File: config.mk
export PLATFORM = sky130hd
export DESIGN_NAME = vector_loader
export DESIGN_NICKNAME = d
export VERILOG_FILES = /design/src/rtl/vector_loader.sv
export SDC_FILE = /design/constraint.sdc
export NUM_CORES = 1
export LEC_CHECK = 0
export CORE_AREA = 2 2 284 286
export CTS_BUF_LIST = sky130_fd_sc_hd__clkbuf_4 sky130_fd_sc_hd__clkbuf_8
export DETAILED_ROUTE_END_ITERATION = 6
export DIE_AREA = 0 0 286 288
export PLACE_DENSITY = 0.88
export SLEW_MARGIN = 0
export SYNTH_ARGS = -nofsm -noshare
export SYNTH_HDL_FRONTEND = slang
export SYNTH_SLANG_ARGS = --single-unit
File: constraint.sdc
create_clock -name Clock -period 2 [get_ports Clock]
set_input_delay 0.3 -clock Clock [delete_from_list [all_inputs] [get_ports Clock]]
set_output_delay 0.3 -clock Clock [all_outputs]
set_load 0.05 [all_outputs]
File: src/rtl/vector_loader.sv
// Serial-to-parallel staging for the dot-product stage: packs DIM (a, b) element pairs into flat vectors.
// Optional build macro ZERO_PAD_EN lets InLast end a short vector early, zero-filling the remaining elements.
module vector_loader #(
    parameter int DIM          = 8,
    parameter int A_DATA_WIDTH = 32,
    parameter int B_DATA_WIDTH = 32
) (
    input  logic                          Clock,
    input  logic                          Resetn,
    input  logic                          InValid,
    output logic                          InReady,
    input  logic [A_DATA_WIDTH-1:0]       InA,
    input  logic [B_DATA_WIDTH-1:0]       InB,
    input  logic                          InLast,
    output logic                          OutValid,
    input  logic                          OutReady,
    output logic [DIM*A_DATA_WIDTH-1:0]   OutA,
    output logic [DIM*B_DATA_WIDTH-1:0]   OutB
);

    localparam int CW = $clog2(DIM + 1);
    localparam logic [CW-1:0] LAST_IDX = CW'(DIM - 1);

    localparam logic FILL = 1'b0;
    localparam logic HOLD = 1'b1;

    logic                        state_reg, state_next;
    logic [CW-1:0]               count_reg, count_next;
    logic [DIM*A_DATA_WIDTH-1:0] fill_a_reg, fill_a_next;
    logic [DIM*B_DATA_WIDTH-1:0] fill_b_reg, fill_b_next;
    logic [DIM*A_DATA_WIDTH-1:0] out_a_reg, out_a_next;
    logic [DIM*B_DATA_WIDTH-1:0] out_b_reg, out_b_next;
    logic                        out_valid_reg, out_valid_next;

    logic in_fire;
    logic slot_free;
    logic pad_beat;
    logic last_beat;

    assign in_fire   = InValid && (state_reg == FILL);
    assign slot_free = !out_valid_reg || OutReady;

`ifdef ZERO_PAD_EN
    assign pad_beat = InLast;
`else
    logic unused_in_last;
    assign unused_in_last = InLast;
    assign pad_beat       = 1'b0;
`endif

    assign last_beat = in_fire && ((count_reg == LAST_IDX) || pad_beat);

    // Next fill contents include the current beat, so a completing vector can
    // bypass straight into the output register. Elements past a short final
    // beat are zeroed so a held short vector is already padded.
    generate
        for (genvar gi = 0; gi < DIM; gi++) begin : g_elem
            localparam logic [CW-1:0] IDX = CW'(gi);
            logic write_en;
            logic pad_zero;

            assign write_en = in_fire && (count_reg == IDX);
            assign pad_zero = last_beat && (IDX > count_reg);

            assign fill_a_next[gi*A_DATA_WIDTH +: A_DATA_WIDTH] =
                write_en ? InA :
                pad_zero ? '0  : fill_a_reg[gi*A_DATA_WIDTH +: A_DATA_WIDTH];

            assign fill_b_next[gi*B_DATA_WIDTH +: B_DATA_WIDTH] =
                write_en ? InB :
                pad_zero ? '0  : fill_b_reg[gi*B_DATA_WIDTH +: B_DATA_WIDTH];
        end
    endgenerate

    always_comb begin
        state_next     = state_reg;
        count_next     = count_reg;
        out_a_next     = out_a_reg;
        out_b_next     = out_b_reg;
        out_valid_next = out_valid_reg;

        if (out_valid_reg && OutReady) begin
            out_valid_next = 1'b0;
        end

        if (in_fire) begin
            count_next = last_beat ? '0 : count_reg + 1'b1;
        end

        case (state_reg)
            FILL: begin
                if (last_beat) begin
                    if (slot_free) begin
                        out_a_next     = fill_a_next;
                        out_b_next     = fill_b_next;
                        out_valid_next = 1'b1;
                    end else begin
                        state_next = HOLD;
                    end
                end
            end
            HOLD: begin
                if (slot_free) begin
                    out_a_next     = fill_a_reg;
                    out_b_next     = fill_b_reg;
                    out_valid_next = 1'b1;
                    state_next     = FILL;
                end
            end
            default: begin
                state_next = FILL;
            end
        endcase
    end

    always_ff @(posedge Clock or negedge Resetn) begin
        if (!Resetn) begin
            state_reg     <= FILL;
            count_reg     <= '0;
            fill_a_reg    <= '0;
            fill_b_reg    <= '0;
            out_a_reg     <= '0;
            out_b_reg     <= '0;
            out_valid_reg <= 1'b0;
        end else begin
            state_reg     <= state_next;
            count_reg     <= count_next;
            fill_a_reg    <= fill_a_next;
            fill_b_reg    <= fill_b_next;
            out_a_reg     <= out_a_next;
            out_b_reg     <= out_b_next;
            out_valid_reg <= out_valid_next;
        end
    end

    assign InReady  = (state_reg == FILL);
    assign OutValid = out_valid_reg;
    assign OutA     = out_a_reg;
    assign OutB     = out_b_reg;

endmodule

==> results.txt <==
# setup viols final - 275
syn_nets - 2634
initial antenna violation count - 1
post-synth cell types - 33
Critical Path Start Type - register
Final nets - 3399
htree depth - 4
vias in the first global route - 26870
Area Overhead vs Synth - 35.38%
Setup crit end kind - register
Cells after DPL - 4149
largest net degree at the start of global routing - 110
Required @ worst endpoint - 2.69 ns
worst skew pair latency - 0.83 ns
commonest non-fill, non-tap cell in the layout - dfrtp_1
Pre-antenna DRT Iters - 5
sequential area share after synthesis - 65.58%
cts bufs inserted - 164
Worst Path Max Fanout - 13
Ys Warns - 0
clock sinks - 1030
WP buf/inv - 4
crit path kind - reg2reg
Layout Skew - 0.04302 ns
Cell Count, Final, Fillers Out - 4506
hold slack - 0.2200 ns
CTS Buffer Depth - 3
Die Span X - 286 µm
CORE AREA - 0.07964 mm²
post-DP HPWL - 68.51 mm
fmax - 483.3 MHz
DRT antenna net count - 0
final wirelength - 124.2 mm
violated checks - negative setup slack
CTS tree - yes
post-synthesis cell area - 0.03930 mm²
crit path DAT - 2.76 ns
worst-margin pin slew - 0.8734 ns
# fillers - 4933
Static Leak - 0.02394 µW
min Tclk post-route - 2.069 ns
Reg2Reg Launch Point - count_reg[0]
first-pass GRT wire length - 168.1 mm
Tightest Hold Check Type - in2reg
Die Ht - 288 µm
share of cells above drive strength 1 - 52.63%
row count - 104
RSZ-0062 raised after global routing - true
Vias/cell - 5.743
Largest stage delay, worst path - 0.37 ns
Max Slew Vio Count - 0
PD cells - 1899 mW/mm²
die footprint - 0.08237 mm²
RePlAce Congestion - 0.8111
Reg clk slew, reported paths - 0.08 ns
grt total ovfl - 0
post-synthesis cell count - 2562
period utilization - 103.5%
Max IR drop VDD - 0.001359 V
final hold violations - 0
initial core utilization - 49.35%
Initial DRC Count - 2248
Worst Setup SP - count_reg[0]
detailed-route via count - 25880
Crit-path slowest cell - mux2_2
gr usage total - 27.08%
CP Cell Sequence - buf_6, and3_4, a31oi_4, a21oi_4, buf_12, buf_16, clkbuf_16, mux2_2
most frequent cells in the layout - 1028 x dfrtp_1, 682 x mux2_2, 462 x clkdlybuf4s15_2
wire length per cell - 27.56 µm
Max transition margin - 41.58%
syn_area_per_cell - 15.34 µm²
min-delay src - InA[4]
Root Buffer - clkbuf_8
Worst Setup Slack, final - -0.06911 ns
Seq cells post-synth - 1030
max_cap viols - 0
DRC violations left - 0
IO buf count - 581
status - complete, but fails checks
Crit path max-delay family - buffers and inverters
I/O pins - 583
final cells by class:
cell class	instances	area, µm²	area share, %
Inverter	6	35.03	0.06585
Tap cell	1060	1326	2.493
Multi-Input combinational cell	1312	12770	24.00
Timing Repair Buffer	813	9757	18.34
Sequential cell	1030	25780	48.45
Antenna cell	1	2.502	0.004703
Clock buffer	255	3153	5.926
Clock inverter	29	382.9	0.7196
repair_timing:
| item | in CTS | in global routing |
|---|---|---|
| hold buffers | 2 | 0 |
| cloned | 7 | 35 |
| endpoints found under the hold margin | 862 | 0 |
| gates resized for setup | 1450 | 126 |
| pin swaps | 0 | 36 |
| setup buffers | 8 | 20 |
| endpoints found under the setup margin | 877 | 454 |
path summary, 6_finish.rpt:
| path | endpoint | slack (ns) | cells after the start |
|---|---|---|---|
| worst max-delay path | OutB[108] | -0.07 | 8 |
| worst min-delay path | fill_a_reg[196] | 0.22 | 2 |
| worst max register to register | OutB[108] | -0.07 | 8 |
| worst min register to register | fill_a_reg[226] | 0.48 | 2 |
| max in group asynchronous | fill_a_reg[126] | 0.40 | 3 |
| min in group asynchronous | fill_b_reg[3] | 0.31 | 3 |
logic make-up (layout without fill, tap and decap cells):
family / Yosys count / in the layout / share of synthesized area [%]
adder cells (fa/ha/maj): 3 / 3 / 0.09552
buffers and inverters: 220 / 1103 / 2.942
AO/OA/AOI/OAI: 197 / 197 / 4.193
XOR/XNOR: 2 / 2 / 0.04458
other: 0 / 1 / 0
AND/OR/NAND/NOR: 278 / 278 / 3.302
flip-flops: 1030 / 1030 / 65.58
multiplexers: 832 / 832 / 23.84
cell usage after synthesis, drive strengths merged:
| cell | instances | area (µm²) |
|---|---|---|
| dfrtp | 1030 | 25770 |
| mux2 | 832 | 9369 |
| nand2 | 196 | 738.2 |
| buf | 152 | 893.4 |
| nor2b | 65 | 406.6 |
| a221o | 64 | 640.6 |
| o22ai | 64 | 400.4 |
| a2bb2oi | 63 | 551.8 |
| clkbuf | 62 | 240.2 |
| inv | 6 | 22.52 |
| nor2 | 6 | 25.03 |
| nand3 | 5 | 75.07 |
| a21oi | 3 | 26.28 |
| ha | 3 | 37.54 |
| a31oi | 2 | 18.77 |
| and3 | 2 | 12.51 |
| and4bb | 2 | 25.02 |
| and2 | 1 | 6.260 |
| and4 | 1 | 8.760 |
| o2bb2a | 1 | 10.01 |
| xnor2 | 1 | 8.760 |
| xor2 | 1 | 8.760 |
report_power, final:
group	total (µW)	switching, µW	leakage [µW]	internal [µW]
Clock	19500	8760	0.00187	10800
Sequential	35500	5190	0.0126	30300
Combinational	46000	28300	0.00947	17700
layer usage:
| metal | GRT usage (%) | up-vias | share of wire (%) |
|---|---|---|---|
| li1 | - | 10610 | - |
| met2 | 44.83 | 1318 | 49 |
| met4 | 11.52 | 0 | 4.3 |
| met5 | 0 | - | 0 |
| met3 | 7.345 | 330 | 8.1 |
| met1 | 33.62 | 13620 | 39 |
stage by stage:
step	area (µm²)	power, µW	util (%)	TNS [ns]	setup WS, ns
after global routing	53200	104700	66.81	-35.31	-0.1286
after global placement	47140	76840	59.20	-134.99	-0.3610
final	53200	101000	66.81	-4.990	-0.06911
after floorplan	39300	62610	-	0	0.03035
after CTS	51730	97540	64.96	-18.76	-0.1034
after detailed placement	47140	78540	59.20	-149.24	-0.4109
Note: power is estimated with default switching activity, not from simulation.
==> RTL change (same flow settings) <==
Compare `count_reg` against `LAST_IDX` with >= in place of ==.
--- a/src/rtl/vector_loader.sv
+++ b/src/rtl/vector_loader.sv
@@ -49,5 +49,5 @@
 `endif
 
-    assign last_beat = in_fire && ((count_reg == LAST_IDX) || pad_beat);
+    assign last_beat = in_fire && ((count_reg >= LAST_IDX) || pad_beat);
 
     // Next fill contents include the current beat, so a completing vector can
Check against the original RTL: same outputs for any inputs over 4 cycles, from zero or initial values and one cycle with Resetn low; that may be too few to reach the edited logic, so the function may still have changed.
==> RTL change against the original RTL <==
- synthesized area decreased by 2.9%
- utilization decreased by 3.2 points
- design area decreased by 4.7%
- the run still ends with negative setup slack left
- die area unchanged
- sequential share of layout area increased by 2.4 points
- hold slack improved by 8.4 ps
- setup slack got worse by 120 ps
- sequential cell count unchanged
- total power decreased by 3.2%
- critical path type unchanged
- count of clock-buffer cells in the layout decreased by 2
- global-route usage decreased by 1.6 points
- critical path depth decreased by 1
- wire length decreased by 12%
==> RTL change: results (changes against the original RTL) <==
ROUTABILITYCONGESTION=0.834  # +2.8%
NUMBER_OF_GLOBAL_ROUTE_VIAS_BEFORE_REPAIR=25100  # -6.7%
FILLERINSTANCES=5105  # +3.5%
TIGHTESTPINTRANSITION_PS=848  # -25.1 ps
POST_CTS_BUFFERS=5  # -3
SETUP_VIOLATIONS=466  # +69%
FIN_WS_PS=-185  # -116 ps
MET3_WIRELENGTH_UM=7400  # -27%
OUTCOME='finished with violations'
SYNTH.MUX.AREA_FRACTION_PCT=28.4  # +4.5 points
SYNTHADDERAREAFRAC_PCT=0.0984  # +0.0029 points
MET2ROUTEDLENGTH_UM=54500  # -11%
VIAS=22700  # -12%
SYNTHCELLS=2204  # -14%
SKEW_PS=49.6  # +6.55 ps
CTS_RESIZED=1424  # -1.8%
MOST_AREA_CONSUMING_CELLS_AFTER_SYNTHESIS='sky130_fd_sc_hd__dfrtp_1 (68%), sky130_fd_sc_hd__mux2_2 (28%), sky130_fd_sc_hd__a22o_1 (1.5%)'
GRT_PASS1_WL_UM=158000  # -5.9%
FINISH.NET_COUNT=3042  # -11%
NUMCTSBUFFERS=161  # -1.8%
YOSYSSEQAREASHARE_PCT=67.6  # +2.0 points
SYNTH.TOP_CELLS.BY_COUNT='sky130_fd_sc_hd__dfrtp_1 (1030), sky130_fd_sc_hd__mux2_2 (960), sky130_fd_sc_hd__buf_2 (74)'
TIMING.CRITICAL_PATH.FANOUT_MAX=30  # +17
FINALSETUPTNS_PS=-30740  # -25750 ps
SYNTH-COMPOUND-AREA-SHARE_PCT=1.57  # -2.6 points
FRACTION_OF_LAYOUT_INSTANCES_USING_A_DRIVE_STRENGTH_ABOVE_1_PCT=62.0  # +9.4 points
POST_SYNTH_XOR_AREA_FRACTION_PCT=0  # -0.045 points
ROUTED_WL_UM=109000  # -12%
VIOLATIONS='negative setup slack'
P_LEAK_nW=23.1  # -3.7%
TIMING.HOLD.WORST.CLASS='in2async'
IR_WORST_VDD_V=0.00150  # +11%
WORST_PATH_MAX_DELAY_CELL='sky130_fd_sc_hd__dfrtp_1'
## RTL change: power groups by stage
stage	clock network, mW	logic (mW)	registers, mW
floorplan	0	12.5	49.8
global placement	0	41.7	34.5
detailed placement	0	43.0	35.1
global route	20.5	44.9	36.0
finish	19.2	43.4	35.2
CTS	19.5	42.6	35.1
## RTL change: path summary, 6_finish.rpt
path,start,to,slack (ps),cells past startpoint
max,count_reg[3],OutB[88],-190,7
min,Resetn,fill_a_reg[214],230,3
max reg2reg,count_reg[3],OutB[88],-190,7
min reg2reg,fill_b_reg[189],fill_b_reg[189],490,1
max in group asynchronous,Resetn,fill_a_reg[57],530,3
min in group Clock,InB[30],fill_b_reg[30],350,3
## RTL change: critical path, delay by kind of cell (launching register included)
family	cells	cell delay, ps
flops	1	400
buf+inv	3	520
mux	2	620
simple gates	2	430
## RTL change: layer usage
layer  track usage, %  up-vias
li1                 -     9447
met1             30.3    12100
met2             42.6      926
met3             7.24      280
met4             12.9        0
met5                0        -
## RTL change: kinds of logic (layout without fill, tap and decap cells)
logic type / count (synthesis) / count (layout)
AOI/OAI and AO/OA: 70 / 70
adders and majority gates: 3 / 3
buffers and inverters: 118 / 1006
DFF: 1030 / 1030
muxes: 961 / 961
other: 0 / 3
and+or+nand+nor: 22 / 22
## RTL change: layout make-up
cell class / instances / area, µm² / share of cell area (%)
inverter: 4 / 15.0 / 0.0296
tap: 1060 / 1330 / 2.62
clock inverter: 32 / 388 / 0.765
antenna: 3 / 7.51 / 0.0148
sequential: 1030 / 25800 / 50.9
multi-input combinational: 1056 / 11900 / 23.5
clock buffer: 253 / 3150 / 6.22
timing repair buffer: 717 / 8120 / 16.0
